$ cat src/rtl/byte_decryptor.sv
// byte_decryptor: iterative receive-side cipher. Accepts one ciphertext byte and key,
// undoes ROUNDS rounds at one round per clock, then presents the plaintext byte.
module byte_decryptor #(
  parameter int ROUNDS = 4
) (
  input  logic       clk,
  input  logic       rst_n,
  input  logic       in_valid,
  output logic       in_ready,
  input  logic [7:0] in_data,
  input  logic [7:0] in_key,
  output logic       out_valid,
  input  logic       out_ready,
  output logic [7:0] out_data,
  output logic       busy
);

  typedef enum logic [1:0] {IDLE, ROUND, DONE} state_t;

  localparam logic [3:0] LAST_ROUND = 4'(ROUNDS - 1);

  state_t     state;
  logic [7:0] data_q;
  logic [7:0] key_q;
  logic [3:0] round_q;
  logic [7:0] round_out;

  function automatic logic [7:0] rev8(input logic [7:0] x);
    logic [7:0] y;
    for (int i = 0; i < 8; i++) y[i] = x[7-i];
    return y;
  endfunction

  // Inverse of x = rotl1(rev(x) ^ K_r): rotate right, strip the round key, un-reverse.
  function automatic logic [7:0] undo_round(input logic [7:0] x,
                                            input logic [7:0] key,
                                            input logic [3:0] r);
    logic [15:0] dbl;
    logic [7:0]  kr;
    dbl = {key, key} << r[2:0];
    kr  = dbl[15:8] ^ {4'b0000, r};
    return rev8({x[0], x[7:1]} ^ kr);
  endfunction

  assign round_out = undo_round(data_q, key_q, round_q);
  assign in_ready  = (state == IDLE);
  assign out_valid = (state == DONE);
  assign busy      = (state != IDLE);

  always_ff @(posedge clk or negedge rst_n) begin
    if (!rst_n) begin
      state    <= IDLE;
      data_q   <= 8'h00;
      key_q    <= 8'h00;
      round_q  <= 4'd0;
      out_data <= 8'h00;
    end else begin
      case (state)
        IDLE: begin
          if (in_valid) begin
            data_q  <= in_data;
            key_q   <= in_key;
            round_q <= LAST_ROUND;
            state   <= ROUND;
          end
        end
        ROUND: begin
          data_q <= round_out;
          if (round_q == 4'd0) begin
            out_data <= round_out;
            state    <= DONE;
          end else begin
            round_q <= round_q - 4'd1;
          end
        end
        DONE: begin
          if (out_ready) state <= IDLE;
        end
        default: state <= IDLE;
      endcase
    end
  end

endmodule
$ cat config.mk
export PLATFORM = sky130hd
export DESIGN_NAME = byte_decryptor
export DESIGN_NICKNAME = d
export VERILOG_FILES = /design/src/rtl/byte_decryptor.sv
export SDC_FILE = /design/constraint.sdc
export NUM_CORES = 1
export LEC_CHECK = 0
export ABC_AREA = 1
export CAP_MARGIN = 25
export CORE_MARGIN = 2
export CORE_UTILIZATION = 48
export DETAILED_ROUTE_END_ITERATION = 6
export GPL_TIMING_DRIVEN = 0
export PLACE_DENSITY = 0.79
export SETUP_SLACK_MARGIN = 0.2
export SYNTH_ARGS = -nofsm -noshare
export SYNTH_HDL_FRONTEND = slang
export SYNTH_SLANG_ARGS = --single-unit
export TNS_END_PERCENT = 5
$ cat constraint.sdc
create_clock -name clk -period 1.5 [get_ports clk]
set_clock_uncertainty 0.1 [all_clocks]
set_input_delay 0.15 -clock clk [delete_from_list [all_inputs] [get_ports clk]]
set_output_delay 0.15 -clock clk [all_outputs]
set_load 0.01 [all_outputs]
==> results of run 1 <==
## flip-flops by register name, summed over array words and instances (netlist names)
register  flops
out_data      8
data_q        8
state         2
key_q         8
round_q       4
## layout make-up
type	instances	area share
multi-input combinational	205	0.447
sequential	30	0.278
timing repair buffer	39	0.145
inverter	18	0.0361
buffer	7	0.0291
clock buffer	7	0.0282
tap	48	0.0222
clock inverter	1	0.0111
timing repair inverter	1	0.00231
## layout by cell type, fill, tap and decap left out, types with 3 or more instances in the layout
cell type and n:
a21oi_1 3, dfrtp_1 28, nand3_2 30, xor2_1 3, clkbuf_8 5, nand2_4 8, buf_2 3, inv_1 10
dlymetal6s2s_1 7, nand3_1 17, buf_6 4, clkdlybuf4s50_1 19, buf_4 9, inv_4 3, nand2_2 13, nor2_1 21
nand3_4 4, nand2_1 98
## kinds of logic (layout without fill, tap and decap cells)
logic type	Yosys count	after routing	share of synthesized area
flip-flops	30	30	0.411
AND/OR/NAND/NOR	196	196	0.470
XOR/XNOR	3	3	0.0144
buffers and inverters	25	73	0.0822
AO/OA/AOI/OAI	5	5	0.0151
adder cells (fa/ha/maj)	1	1	0.00685
## power by group through the flow
stage / registers [uW] / clock network [uW] / logic [uW]
after global routing: 1620 / 861 / 4990
after CTS: 1490 / 813 / 3500
after detailed placement: 1500 / 0 / 3480
after global placement: 1490 / 0 / 3410
final: 1590 / 810 / 4530
after floorplan: 1480 / 0 / 2580
## per-stage QoR
stage	area, sq um	utilization	TNS, ns	setup WS (ns)
after floorplan	1850	-	0	0.154
after global placement	2210	0.604	-10.15	-0.340
after detailed placement	2240	0.611	-0.0182	-0.0111
after CTS	2360	0.645	0	0.0649
after global routing	2710	0.739	-0.839	-0.134
final	2710	0.739	-0.155	-0.101
## cells in the mapped netlist (all sizes together)
cell type,n
o21ai,1
o31ai,1
nand2,119
xor2,3
nor3,2
nand3,51
buf,7
a21oi,3
inv,18
ha,1
dfrtp,30
nor2,24
## final timing paths
kind / from / to / slack (ns) / depth (start not counted)
max: round_q[0] / out_data[6] / -0.10 / 9
min: rst_n / state[1] / 0.21 / 1
max reg2reg: round_q[0] / out_data[6] / -0.10 / 9
min reg2reg: out_data[5] / out_data[5] / 0.36 / 2
max in group asynchronous: rst_n / data_q[4] / 0.55 / 2
min in group clk: in_key[0] / key_q[0] / 0.28 / 3
## repair_timing
item | in CTS | in global routing
cloned | 0 | 2
buffers inserted | 2 | 5
pin swaps | 3 | 15
endpoints found under the hold margin | 0 | 0
endpoints found under the setup margin | 32 | 32
gates resized for setup | 6 | 89
## routing by layer
| metal | vias to the layer above | wire length [um] | global-route usage |
|---|---|---|---|
| li1 | 922 | - | - |
| met1 | 862 | 2040 | 0.319 |
| met2 | 92 | 2560 | 0.346 |
| met3 | 21 | 376 | 0.0479 |
| met4 | 0 | 212 | 0.0781 |
| met5 | - | 0 | 0 |
==> run metrics, run 1 <==
hold_buf cts 0; WP data arrival between 1.5 and 2 ns; synthesized instance count 260; Ant. Diodes 0; Sw Share 0.501; Design Power approximately 7000 uW; multi-input combinational cell area 0.00121 sq mm; TritonCTS clock tree yes; hold_ws between 0.2 and 0.25 ns; Final Hold Fails 0; area delta synth->final 48.2%; clk root buf clkbuf_8; status finished, violations left; vias per cell around 5.3; HP Class in2async; Starting Density 0.499; worst-margin pin slew 0.778 ns; Tmin final around 1.6 ns; worst-path cell chain buf_6 -> nand2_4 -> nand3_4 -> nand3_2 -> nand2_1 -> nand2_2 -> nand2_1 -> nand2_1 -> nand2_1; max incr delay on CP about 0.47 ns; slack of the critical path -0.101 ns; Startpoint Class flop; combinational fraction of design power 0.653; routed len/inst 14.6 um; most numerous cell on the critical path nand2_1; final wirelength roughly 5200 um; largest net degree at the start of global routing 17; delay-heaviest family, CP simple AND/OR/NAND/NOR gates; Max Freq about 620 MHz; first-pass GRT wire length approximately 7400 um; Ys Warns 0; Reg area approximately 750 sq um; Int Power 3460 uW; detailed-route via count between 1,500 and 2,000; DRC 0; buffers added on ports 30; Slew Viols, Final 0; Final nets 328; Antenna Nets Post-Route 0; crit share post-route 1.07; Synth area leader dfrtp_1; top-area cell type share of the netlist area 0.411; total CTS buffers 5; Flop pwr share 0.230; row count 22; P_leak 0.00147 uW; post-synth net total approximately 280; Die Area approximately 0.0043 sq mm; vias in the first global route between 1,500 and 2,000; syn avg cell area roughly 7 sq um; Slowest-stage cell, CP dfrtp_2; crit-path max FO 5; Finished Layout Cells 356; initial antenna violation count 0; Worst-Skew Late Latency 0.29 ns; initial DRC count 193; total grt overflow 0; Reg clk slew, reported paths 0.07 ns; Chip Height about 66 um; core area roughly 0.0037 sq mm; synthesized flop and latch total 30; sequential area share after synthesis 0.411; IO Count 31; CP Buf/Inv Count 1; clock power share 0.117; FILL cells between 200 and 300; mapped cell area between 0.0015 and 0.002 sq mm; Max IR drop VDD between 0.001 and 0.0015 V; post-synth cell types 21; DP HPWL between 3000 and 4000 um; Psw roughly 3500 uW; pwr/cell area roughly 2600 mW/mm^2; share of cells above drive strength 1 0.312; CP endpoint kind flop; failing checks negative setup slack; Die Wd 65.7 um; Placed Instances between 300 and 400; Final Wtd Congestion 0.891; clk buf depth 2; max-cap violations 0; final setup vio count 2; RSZ-0062 raised after global routing yes; GRT Total Usage 0.227; Worst slew margin 0.479; Worst EP required approximately 1.6 ns; clk sinks 30; Initial DRT Pass Iterations 4; htree depth 2; Synth area leaders dfrtp_1, nand2_1, nand3_1; Crit Path Class reg2reg
Note: power is estimated with default switching activity, not from simulation.
==> inputs of run 2 (changes only) <==
- CELL_PAD_IN_SITES_DETAIL_PLACEMENT: default -> 1
- CELL_PAD_IN_SITES_GLOBAL_PLACEMENT: default -> 1
- CORE_UTILIZATION: 48 -> 34
==> run metrics, run 2 (same netlist as run 1, synthesis figures left out) <==
Final nets 327 (-0.30%); Starting Density 0.355 (-0.143); multi-input combinational cell area 0.00113 sq mm (-6.6%); final setup vio count 1 (-1); most frequent cells in the layout nand2_1, nand3_2, dfrtp_1; worst slack, placed -0.113 ns (-0.101 ns); area delta synth->final 45.2%; HP Class in2async; row count 26 (+18%); commonest non-fill, non-tap cell in the layout nand2_1; first-pass GRT wire length 9390 um (+27%); Final Hold Fails 0 (unchanged); Finished Layout Cells 376 (+5.6%); DP HPWL 3890 um (+27%); hold_buf cts 0 (unchanged); Initial DRT Pass Iterations 4 (unchanged); Ant. Diodes 0 (unchanged); Crit Path Class reg2reg; TritonCTS clock tree yes; RSZ-0062 raised after global routing yes; worst-margin pin slew 0.739 ns (-0.0396 ns); Worst-Skew Late Latency 0.29 ns (about the same); Max Freq 656 MHz (+5.0%); Chip Height 77.3 um (+18%); R2R Path End data_q[6]; WP data arrival 1.60 ns (-0.08 ns); htree depth 2 (unchanged); Startpoint Class flop; pwr/cell area 2520 mW/mm^2 (-1.7%); core area 0.00514 sq mm (+40%); final wirelength 6160 um (+18%); P_leak 0.00143 uW (-2.5%); clk buf depth 2 (unchanged); Antenna Nets Post-Route 0 (unchanged); initial DRC count 93 (-52%); R2R Setup Slk -0.02 ns (+0.08 ns); status finished, violations left; Worst slew margin 0.506 (+0.0265); FILL cells 655 (+140%); CP endpoint kind flop; clk root buf clkbuf_8; failing checks negative setup slack; Tmin final 1.52 ns (-0.0764 ns); Psw 3400 uW (-2.1%); total CTS buffers 5 (unchanged); largest net degree at the start of global routing 19 (+2); Reg area 753 sq um (unchanged); Slew Viols, Final 0 (unchanged); clk sinks 30 (unchanged); vias in the first global route 2,018 (+24%); slack of the critical path -0.0248 ns (+0.0764 ns); max-cap violations 0 (unchanged); Setup crit end data_q[6]; share of cells above drive strength 1 0.275 (-0.0372); initial antenna violation count 0 (unchanged); Placed Instances 361 (+6.5%); Sw Share 0.510 (+0.00871); GRT Total Usage 0.199 (-0.0282); detailed-route via count 1,912 (+0.79%); buffers added on ports 30 (unchanged); Reg clk slew, reported paths 0.06 ns (about the same); Die Wd 77.3 um (+18%); DRC 0 (unchanged); Flop pwr share 0.233 (+0.003); IO Count 31 (unchanged); vias per cell 5.09 (-4.6%); Design Power 6670 uW (-3.7%); worst r2r src round_q[0]; Max IR drop VDD 0.000914 V (-37%); total grt overflow 0 (unchanged); routed len/inst 16.4 um (+12%); hold_ws 0.202 ns (-0.00721 ns); crit share post-route 1.02 (-0.0509); CP startpoint round_q[0]; crit-path max FO 10 (+5); combinational fraction of design power 0.673 (+0.020); Die Area 0.00597 sq mm (+38%); Worst EP required 1.57 ns (about the same); Largest regs data_q: 8 flops, key_q: 8 flops, out_data: 8 flops; Final Wtd Congestion 0.856 (-4.0%); Reg2Reg Depth 8 (-1); Int Power 3270 uW (-5.4%); clock power share 0.094 (-0.023)
-- run 2: stage by stage --
| step | util | setup TNS, ns | cell area, sq um |
|---|---|---|---|
| floorplan | - | 0 | 1850 |
| global placement | 0.435 | -12.03 | 2240 |
| detailed placement | 0.441 | -0.928 | 2270 |
| CTS | 0.476 | 0 | 2450 |
| global route | 0.516 | -0.757 | 2650 |
| finish | 0.516 | -0.0248 | 2650 |
-- run 2: power by group through the flow --
stage	registers [uW]	clock network (uW)	logic [uW]
detailed placement	1520	0	3610
finish	1550	629	4480
global placement	1510	0	3440
floorplan	1480	0	2580
CTS	1520	634	3860
global route	1610	688	4940
-- run 2: worst min-delay path by stage --
stage | cells past startpoint | endpoint | slack [ns] | startpoint
6_report | 1 | data_q[4] | 0.20 | rst_n
5_1_grt | 1 | data_q[4] | 0.24 | rst_n
4_1_cts | 1 | data_q[4] | 0.21 | rst_n
3_5_place_dp | 2 | out_data[4] | 0.36 | out_data[4]
3_3_place_gp | 2 | out_data[4] | 0.35 | out_data[4]
2_1_floorplan | 0 | data_q[0] | -0.25 | rst_n
-- run 2: cell type report --
| class | count | share of cell area |
|---|---|---|
| plain buffers | 7 | 0.0312 |
| clock buffers | 7 | 0.0288 |
| well taps | 70 | 0.0331 |
| repair buffers | 39 | 0.161 |
| inverters | 18 | 0.0359 |
| flip-flops and latches | 30 | 0.284 |
| multi-input cells | 205 | 0.426 |
-- run 2: metal layers --
metal  up-vias  wire length, um  track usage
met5         -                0            0
met4         0              161       0.0857
met3        14              205       0.0447
met2        51             3170        0.349
met1       933             2620        0.232
li1        914                -            -
-- run 2: worst max-delay path, cell delays in order, from the launching register on --
cell and delay [ns]:
dfrtp_2 0.46, inv_6 0.12, nand2_1 0.14, nand3_2 0.13
nand3_2 0.08, nand3_1 0.12, nand3_1 0.11, nand2_1 0.08
nand2_1 0.06
-- run 2: what timing repair did --
action / CTS / global route
setup endpoints to repair: 32 / 33
cloned: 1 / 0
gates resized for setup: 19 / 54
setup buffers: 5 / 2
pin swaps: 3 / 4
==> inputs of run 3 (changes only) <==
- CTS_CLUSTER_SIZE: default -> 25
==> results of run 3 <==
The final DEF is identical to that of run 2; final timing and power are the same.
